$ cat config.mk
export PLATFORM = sky130hd
export DESIGN_NAME = regbank_wb_arbiter
export DESIGN_NICKNAME = d
export VERILOG_FILES = /design/src/rtl/regbank_wb_arbiter.sv
export SDC_FILE = /design/constraint.sdc
export NUM_CORES = 1
export LEC_CHECK = 0
export CAP_MARGIN = 10
export CORE_UTILIZATION = 51
export CTS_CLUSTER_DIAMETER = 200
export DETAILED_ROUTE_END_ITERATION = 16
export PLACE_DENSITY_LB_ADDON = 0.1
export SLEW_MARGIN = 10
export SYNTH_ARGS = -nofsm -noshare
export SYNTH_HDL_FRONTEND = slang
export SYNTH_SLANG_ARGS = --single-unit
$ cat constraint.sdc
create_clock -name clk -period 4.2 [get_ports clk]
set_input_delay 1.05 -clock clk [delete_from_list [all_inputs] [get_ports clk]]
set_output_delay 1.05 -clock clk [all_outputs]
set_load 0.1 [all_outputs]
$ cat src/rtl/regbank_wb_arbiter.sv
// Writeback arbiter for the register bank's single write port: per-source holding
// buffers, round-robin drain into a registered RD/WB/WE stage, and a pending-write scoreboard.
module regbank_wb_arbiter #(
  parameter int bus     = 32,
  parameter int dir     = 4,
  parameter int reg_num = 2**dir,
  parameter int N       = 3
) (
  input  logic                 clk,
  input  logic                 rst,
  input  logic [N-1:0]         wr_valid,
  output logic [N-1:0]         wr_ready,
  input  logic [N*dir-1:0]     wr_rd,
  input  logic [N*bus-1:0]     wr_data,
  input  logic [dir-1:0]       RS,
  input  logic [dir-1:0]       RX,
  input  logic [dir-1:0]       RK,
  output logic                 WE,
  output logic [dir-1:0]       RD,
  output logic [bus-1:0]       WB,
  output logic                 rs_busy,
  output logic                 rx_busy,
  output logic                 rk_busy,
  output logic                 stall,
  output logic [reg_num-1:0]   pend
);

  localparam int PW = (N > 1) ? $clog2(N) : 1;

  logic [N-1:0]   hold_v_r;
  logic [dir-1:0] hold_rd_r [N];
  logic [bus-1:0] hold_d_r  [N];
  logic [PW-1:0]  ptr_r;

  logic [PW:0]    dist_s [N];
  logic [N-1:0]   grant_s;
  logic           gany_s;
  logic [dir-1:0] g_rd_s;
  logic [bus-1:0] g_d_s;
  logic [PW-1:0]  nptr_s;
  logic [N-1:0]   waw_s;
  logic [N-1:0]   ready_s;
  logic [N-1:0]   accept_s;

  // Round-robin grant: distance of each source from ptr, lowest distance among valid holders wins
  always_comb begin
    grant_s = '0;
    gany_s  = 1'b0;
    g_rd_s  = '0;
    g_d_s   = '0;
    nptr_s  = ptr_r;
    for (int i = 0; i < N; i++) begin
      if ((PW+1)'(i) >= {1'b0, ptr_r}) begin
        dist_s[i] = (PW+1)'(i) - {1'b0, ptr_r};
      end else begin
        dist_s[i] = (PW+1)'(i + N) - {1'b0, ptr_r};
      end
    end
    for (int i = 0; i < N; i++) begin
      grant_s[i] = hold_v_r[i];
      for (int j = 0; j < N; j++) begin
        if (j != i && hold_v_r[j] && (dist_s[j] < dist_s[i])) begin
          grant_s[i] = 1'b0;
        end else begin
          grant_s[i] = grant_s[i];
        end
      end
    end
    for (int i = 0; i < N; i++) begin
      if (grant_s[i]) begin
        gany_s = 1'b1;
        g_rd_s = hold_rd_r[i];
        g_d_s  = hold_d_r[i];
        nptr_s = (i == N - 1) ? PW'(0) : PW'(i + 1);
      end else begin
        gany_s = gany_s;
      end
    end
  end

  // Ready with write-after-write serialisation; lower source index wins same-cycle ties
  always_comb begin
    waw_s   = '0;
    ready_s = '0;
    for (int i = 0; i < N; i++) begin
      for (int j = 0; j < N; j++) begin
        if (j != i && hold_v_r[j] && !grant_s[j] &&
            (hold_rd_r[j] == wr_rd[i*dir +: dir])) begin
          waw_s[i] = 1'b1;
        end else begin
          waw_s[i] = waw_s[i];
        end
      end
      for (int j = 0; j < i; j++) begin
        if (wr_valid[j] && ready_s[j] && (wr_rd[j*dir +: dir] == wr_rd[i*dir +: dir])) begin
          waw_s[i] = 1'b1;
        end else begin
          waw_s[i] = waw_s[i];
        end
      end
      ready_s[i] = (!hold_v_r[i] || grant_s[i]) && !waw_s[i];
    end
  end

  assign wr_ready = ready_s;
  assign accept_s = wr_valid & ready_s;

  // Holding buffers, round-robin pointer and the registered write port
  always_ff @(posedge clk or negedge rst) begin
    if (!rst) begin
      hold_v_r <= '0;
      for (int i = 0; i < N; i++) begin
        hold_rd_r[i] <= '0;
        hold_d_r[i]  <= '0;
      end
      ptr_r <= '0;
      WE    <= 1'b0;
      RD    <= '0;
      WB    <= '0;
    end else begin
      for (int i = 0; i < N; i++) begin
        // A same-edge refill takes priority over the clear from its own grant
        if (accept_s[i]) begin
          hold_v_r[i]  <= 1'b1;
          hold_rd_r[i] <= wr_rd[i*dir +: dir];
          hold_d_r[i]  <= wr_data[i*bus +: bus];
        end else if (grant_s[i]) begin
          hold_v_r[i] <= 1'b0;
        end else begin
          hold_v_r[i] <= hold_v_r[i];
        end
      end
      if (gany_s) begin
        WE    <= 1'b1;
        RD    <= g_rd_s;
        WB    <= g_d_s;
        ptr_r <= nptr_s;
      end else begin
        WE <= 1'b0;
      end
    end
  end

  // Scoreboard: held entries plus the output stage, which writes at the end of its cycle
  always_comb begin
    pend = '0;
    for (int i = 0; i < N; i++) begin
      if (hold_v_r[i]) begin
        pend[hold_rd_r[i]] = 1'b1;
      end else begin
        pend = pend;
      end
    end
    if (WE) begin
      pend[RD] = 1'b1;
    end else begin
      pend = pend;
    end
  end

  assign rs_busy = pend[RS];
  assign rx_busy = pend[RX];
  assign rk_busy = pend[RK];
  assign stall   = rs_busy | rx_busy | rk_busy;

endmodule

== Word level (Yosys, flattened, before mapping) ==
Index checks and enable logic that the tools add are counted.
W data, S select, Z words.

* Add/subtract/negate cells: 6
* Order comparisons: 20
* Eq/ne operators: 9
* Mux-type cells: 55
* Bitwise operators: 6
* Reductions and logical operators: 44

{| class="wikitable"
|+ Operators with widths
! cell !! count
|-
| $mux W32 || 3
|-
| $mux W16 || 4
|-
| $or A16 B16 Y16 || 3
|-
| $eq A4 B4 Y1 || 9
|-
| $lt A4 B5 Y1 const B || 7
|-
| $mux W1 || 32
|-
| $logic_and A1 B1 Y1 || 27
|-
| $lt A3 B3 Y1 || 6
|-
| $demux W1 S4 || 4
|-
| $ge A4 B1 Y1 const B || 4
|-
| $bmux W1 S4 || 3
|-
| $mux W4 || 3
|-
| $logic_not A1 Y1 || 9
|-
| $mux W3 || 3
|-
| $mux W2 || 3
|-
| $reduce_bool A2 Y1 || 3
|-
| $sub A1 B2 Y3 const A || 2
|-
| $sub A2 B2 Y3 const A || 2
|-
| $sub A3 B2 Y3 const A || 2
|-
| $ge A1 B2 Y1 const A || 2
|-
| $and A3 B3 Y3 || 1
|-
| $logic_or A1 B1 Y1 || 3
|-
| $reduce_bool A3 Y1 || 1
|-
| $ge A2 B2 Y1 const A || 1
|-
| other kinds (2) || 3
|}

* Bits in registers: 150
* Input port bits: 125
* Output and inout bits: 60

== Depth between registers and ports, before layout ==
Gate-level depths: netlist (run 1).

* Depth after elaboration: 25
* Depth in mapped cells: 11

== Least setup slack after synthesis (run 1) ==
Ideal clock, no wire load.

* Kind: reg2out
* Start: register RD[2]
* End: output stall
* Data arrival time: 5.518 ns
* Data required time: 3.150 ns
* Path slack: -2.368 ns
* Stages on the path, launching flop included: 8
* Buffers on the path: 0
* Path through: dfrtp_1 -> nand3b_1 -> o22ai_1 -> or2_0 -> mux4_2 -> o22ai_1 -> a41oi_1 -> or3_1

* Elaborated cells between the ends (all ways): 15
* Classes of those cells: order compare: 2; mux: 9; bitwise: 3; reduce/logical: 1

{| class="wikitable"
|+ RTL lines
! what !! RTL line !! source
|-
| from (decl) || 19 || <nowiki>output logic [dir-1:0] RD,</nowiki>
|-
| from (signal assigned) || 135 || <nowiki>RD <= g_rd_s;</nowiki>
|-
| $lt A4 B5 Y1 (implied by the code) or $ge A4 B1 Y1 (tied branches) || 155 || <nowiki>pend[RD] = 1'b1;</nowiki>
|-
| $logic_and A1 B1 Y1 (implied by the code) || 155 ||
|-
| $mux W1 (implied by the code) || 155 ||
|-
| $demux W1 S4 (*) || 155 ||
|-
| $or A16 B16 Y16 (no line) (*) || n/a ||
|-
| $mux W16 (*) || 154 || <nowiki>if (WE) begin</nowiki>
|-
| named net pend[7] || 25 || <nowiki>output logic [reg_num-1:0] pend</nowiki>
|-
| $bmux W1 S4 (*) || 163 || <nowiki>assign rk_busy = pend[RK];</nowiki>
|-
| $mux W1 (implied by the code) (*) || 163 ||
|-
| named net rk_busy || 23 || <nowiki>output logic rk_busy,</nowiki>
|-
| $or A1 B1 Y1 (*) || 164 || <nowiki>assign stall = rs_busy | rx_busy | rk_busy;</nowiki>
|-
| to (decl) || 24 || <nowiki>output logic stall,</nowiki>
|}

The timed path passes the listed nets; every way through them passes the cells marked *. The select of a mux whose other input is x is not followed.

== Final worst setup path (run 1) ==
* Start: input wr_rd[3]
* End: output wr_ready[2]

* Word-level cells in the longest chain between the ends: 16
* Elaborated cells between the ends (all ways): 22
* Classes of those cells: eq/ne: 4; mux: 5; reduce/logical: 13

{| class="wikitable"
|+ RTL lines
! what !! RTL line !! source
|-
| from (decl) || 13 || <nowiki>input logic [N*dir-1:0] wr_rd,</nowiki>
|-
| $eq A4 B4 Y1 || 88 || <nowiki>(hold_rd_r[j] == wr_rd[i*dir +: dir])) begin</nowiki>
|-
| $logic_and A1 B1 Y1 || 87 || <nowiki>if (j != i && hold_v_r[j] && !grant_s[j] &&</nowiki>
|-
| $mux W1 (2 in a row) || 87 ||
|-
| $logic_not A1 Y1 || 101 || <nowiki>ready_s[i] = (!hold_v_r[i] || grant_s[i]) && !waw_s[i];</nowiki>
|-
| $logic_and A1 B1 Y1 || 101 ||
|-
| $logic_and A1 B1 Y1 (2 in a row) || 95 || <nowiki>if (wr_valid[j] && ready_s[j] && (wr_rd[j*dir +: dir] == wr_rd[i*dir +: dir])) begin</nowiki>
|-
| $mux W1 || 95 ||
|-
| $logic_not A1 Y1 || 101 ||
|-
| $logic_and A1 B1 Y1 || 101 ||
|-
| $logic_and A1 B1 Y1 (2 in a row) || 95 ||
|-
| $mux W1 (*) || 95 ||
|-
| $logic_not A1 Y1 (*) || 101 ||
|-
| $logic_and A1 B1 Y1 (*) || 101 ||
|-
| to (decl) || 12 || <nowiki>output logic [N-1:0] wr_ready,</nowiki>
|}

Every way passes the cells marked *; elsewhere a longest branch is shown, timed or not.

==> results of run 1 <==
repair_timing:
item | in CTS | in global routing
hold buffers | 0 | 0
setup endpoints to repair | 2 | 2
pin swaps | 2 | 2
resized for setup | 6 | 9
gates cloned | 0 | 0
state kept, by name, indices dropped and copies added (netlist names):
name       flops
RD             4
WB            32
WE             1
hold_d_r      96
hold_rd_r     12
hold_v_r       3
ptr_r          2
final timing paths:
path                                      start                       end  slack [ns]  cells past startpoint
max                                    wr_rd[3]               wr_ready[2]         0.1                      8
max in group asynchronous                   rst  hold_d_r[47]$_DFFE_PN0P_        2.71                      2
min reg2reg                   WB[5]$_DFFE_PN0P_         WB[5]$_DFFE_PN0P_        0.48                      2
min                           WB[5]$_DFFE_PN0P_         WB[5]$_DFFE_PN0P_        0.48                      2
min in group asynchronous                   rst  hold_rd_r[8]$_DFFE_PN0P_        0.60                      1
max reg2reg                ptr_r[0]$_DFFE_PN0P_  hold_d_r[18]$_DFFE_PN0P_        1.04                     11
metal layers:
metal / up-vias / global-route usage [%] / wire length, um
met4: 0 / 10.3 / 558
met3: 50 / 8.44 / 1550
met5: - / 0 / 0
met1: 3299 / 34.4 / 9230
li1: 3029 / - / -
met2: 242 / 48.2 / 10800
layout make-up:
| class | instances | area (sq um) |
|---|---|---|
| Inverter | 14 | 52.6 |
| Fill cell | 1131 | 4490 |
| Clock inverter | 12 | 143 |
| Multi-Input combinational cell | 541 | 3900 |
| Sequential cell | 150 | 3780 |
| Timing Repair Buffer | 206 | 2080 |
| Tap cell | 188 | 235 |
| Clock buffer | 20 | 457 |
cells by family after synthesis:
| logic type | after synthesis | synth area share, % |
|---|---|---|
| adders and majority gates | 4 | 0.633 |
| xor gates and xnor gates | 36 | 3.99 |
| AOI/OAI and AO/OA | 166 | 12.7 |
| and+or+nand+nor | 217 | 13.0 |
| DFF | 150 | 47.5 |
| muxes | 118 | 17.6 |
| buffers and inverters | 77 | 4.54 |
critical path, cell delays in order:
cell and delay [ns]:
clkdlybuf4s50_1 0.53, xor2_1 0.21, nor4_2 0.28, a21boi_1 0.15, and2_2 0.27, nand3_1 0.16, o211a_1 0.22, buf_12 0.18
cell usage in the layout (no fill, tap or decap), types with 3 or more instances in the layout:
cell,synthesis,routed
clkdlybuf4s50_1,0,157
dfrtp_1,150,135
nand2_1,121,120
mux2_2,80,80
a21oi_1,72,72
o21ai_0,36,36
buf_4,10,35
mux2_1,29,29
o22ai_1,25,25
xor2_1,24,24
clkbuf_16,0,17
nor2_1,16,16
inv_1,14,14
xnor2_1,12,12
nand3b_1,11,11
nand2b_1,10,10
dfrtp_2,0,10
buf_12,0,10
nor3_1,8,7
nand3_1,6,6
and3_1,7,6
nand4_1,6,6
mux4_2,6,6
dfrtp_4,0,5
or2_2,6,5
nor4_1,6,5
clkinv_4,0,5
or2_4,0,4
a311o_2,0,4
nor2b_1,4,4
and2_1,5,4
ha_1,4,4
or3b_1,3,3
mux2i_1,3,3
o211ai_1,3,3
inv_6,0,3
dlymetal6s2s_1,0,3
per-stage QoR:
step,setup TNS (ns),std cells,hold WS (ns)
floorplan,-1.07,768,0.465
finish,0,1131,0.477
detailed placement,-0.00902,1099,0.469
CTS,0,1131,0.483
global route,0,1131,0.512
global placement,0,1099,0.464
==> results by group, run 1 <==
Synthesis
  – Top cell type's share of synthesized area: 47.5%
  – Post-synth EDFFs: 0
  – Ys flop type: dfrtp_1
  – Async S/R FF share, synth: 100%
  – Number of synthesis warnings: 0
  – Syn Nets: ~900
  – Synth area leaders: dfrtp_1 (48%), mux2_2 (11%), nand2_1 (5.7%), a21oi_1 (4.6%), mux2_1 (4.1%)
  – Synth cell count leaders: dfrtp_1 (150), nand2_1 (121), mux2_2 (80)
  – Most instantiated library cell after synthesis: dfrtp_1
  – Synth Area per Inst: 10.3 sq um
  – Register bit total from synthesis: 150
  – Cell area after synthesis: roughly 7900 sq um
  – Seq/Total Area, Yosys: 47.5%
  – Largest area contributor in the synthesized netlist: dfrtp_1
  – Post-Syn Instances: between 700 and 800
  – Post-synth cell types: 57

Critical path
  – Max FO, Critical Path: 5
  – Crit path kind: primary input to output pin
  – Critical Path RT: 3.15 ns
  – Critical Path End Type: output pin
  – CP Launch Type: primary input
  – Arr. time, crit path: 3.05 ns

Clocking
  – Clock latency on the worst-skew pair: 0.42 ns
  – # H-tree levels: 4
  – Num CTS Buffers: 17
  – Worst-path clk slew: 0.06 ns
  – CTS tree: done
  – Postcts setup bufs: 0
  – Maximum buffer depth of the clock tree: 2
  – Root buffer cell: clkbuf_16
  – CTS Sinks: 150

Route
  – Via count: 6620
  – Post-route ant nets: 0
  – Drt first pass iters: 5
  – Drt drc: 0
  – Initial drt markers: between 400 and 500
  – Wire per inst: 19.6 um
  – Post-DR vias/cell: 5.85
  – Post-Route WL: roughly 22000 um

Status
  – Run status: complete, no violations

Global route
  – Largest net degree at the start of global routing: 86
  – Initial antenna violation count: 0
  – Grt ovf: 0
  – First-pass GRT wire length: 35300 um
  – Gr usage total: between 20% and 30%
  – Vias in the first global route: 6970

Layout
  – Layout cell share with drive strength beyond 1: 21.8%
  – Area delta synth->final: 34.9%
  – Antenna cells: 0
  – Finished layout cell area: 10700 sq um
  – Nets: roughly 1100
  – Final core utilization: 70.4%

STA
  – Final setup skew: 0.0120 ns
  – Unrepaired setup endpoints after global routing: false
  – Crit path time final: 4.10 ns
  – Count of final hold-check violations: 0
  – Endpoints failing setup: 0
  – Slew headroom: 24.4%
  – F_max: 244 MHz
  – Worst-margin pin slew: 1.13 ns
  – Period utilization: a little over nine tenths
  – Setup ws final: around 0.097 ns
  – Pins Over Slew Limit: 0

Floorplan
  – Row count: 45
  – Chip width: approximately 130 um
  – Starting Density: approximately 52%
  – Die area: 16000 sq um
  – Die height: ~130 um
  – Top-Level Pins: 185
  – Core area: 15100 sq um

Placed design
  – Cell Area, Placed: 10000 sq um
  – DP HPWL: 15100 um
  – Port Buffer Count: ~180
  – RePlAce Congestion: 0.919
  – Worst slack, placed: -0.00902 ns

Job
  – Max Cap Viol: 0

Min path
  – HP Class: register to register
Power of run 1 is not shown: default switching activity piles up to over one toggle a cycle in this logic, so the estimate is an artifact.
==> run 2: changes to the inputs <==
- ABC_CLOCK_PERIOD_IN_PS: default -> 4200
==> results of run 2 <==
No change in the layout: final DEF, timing and power equal those of run 1.
Power of run 2 is left out for the same reason.
==> run 3: changes to the inputs <==
- CTS_CLUSTER_SIZE: default -> 30
==> results of run 3 <==
No change in the layout: final DEF, timing and power equal those of run 1.
Power of run 3 is left out for the same reason.
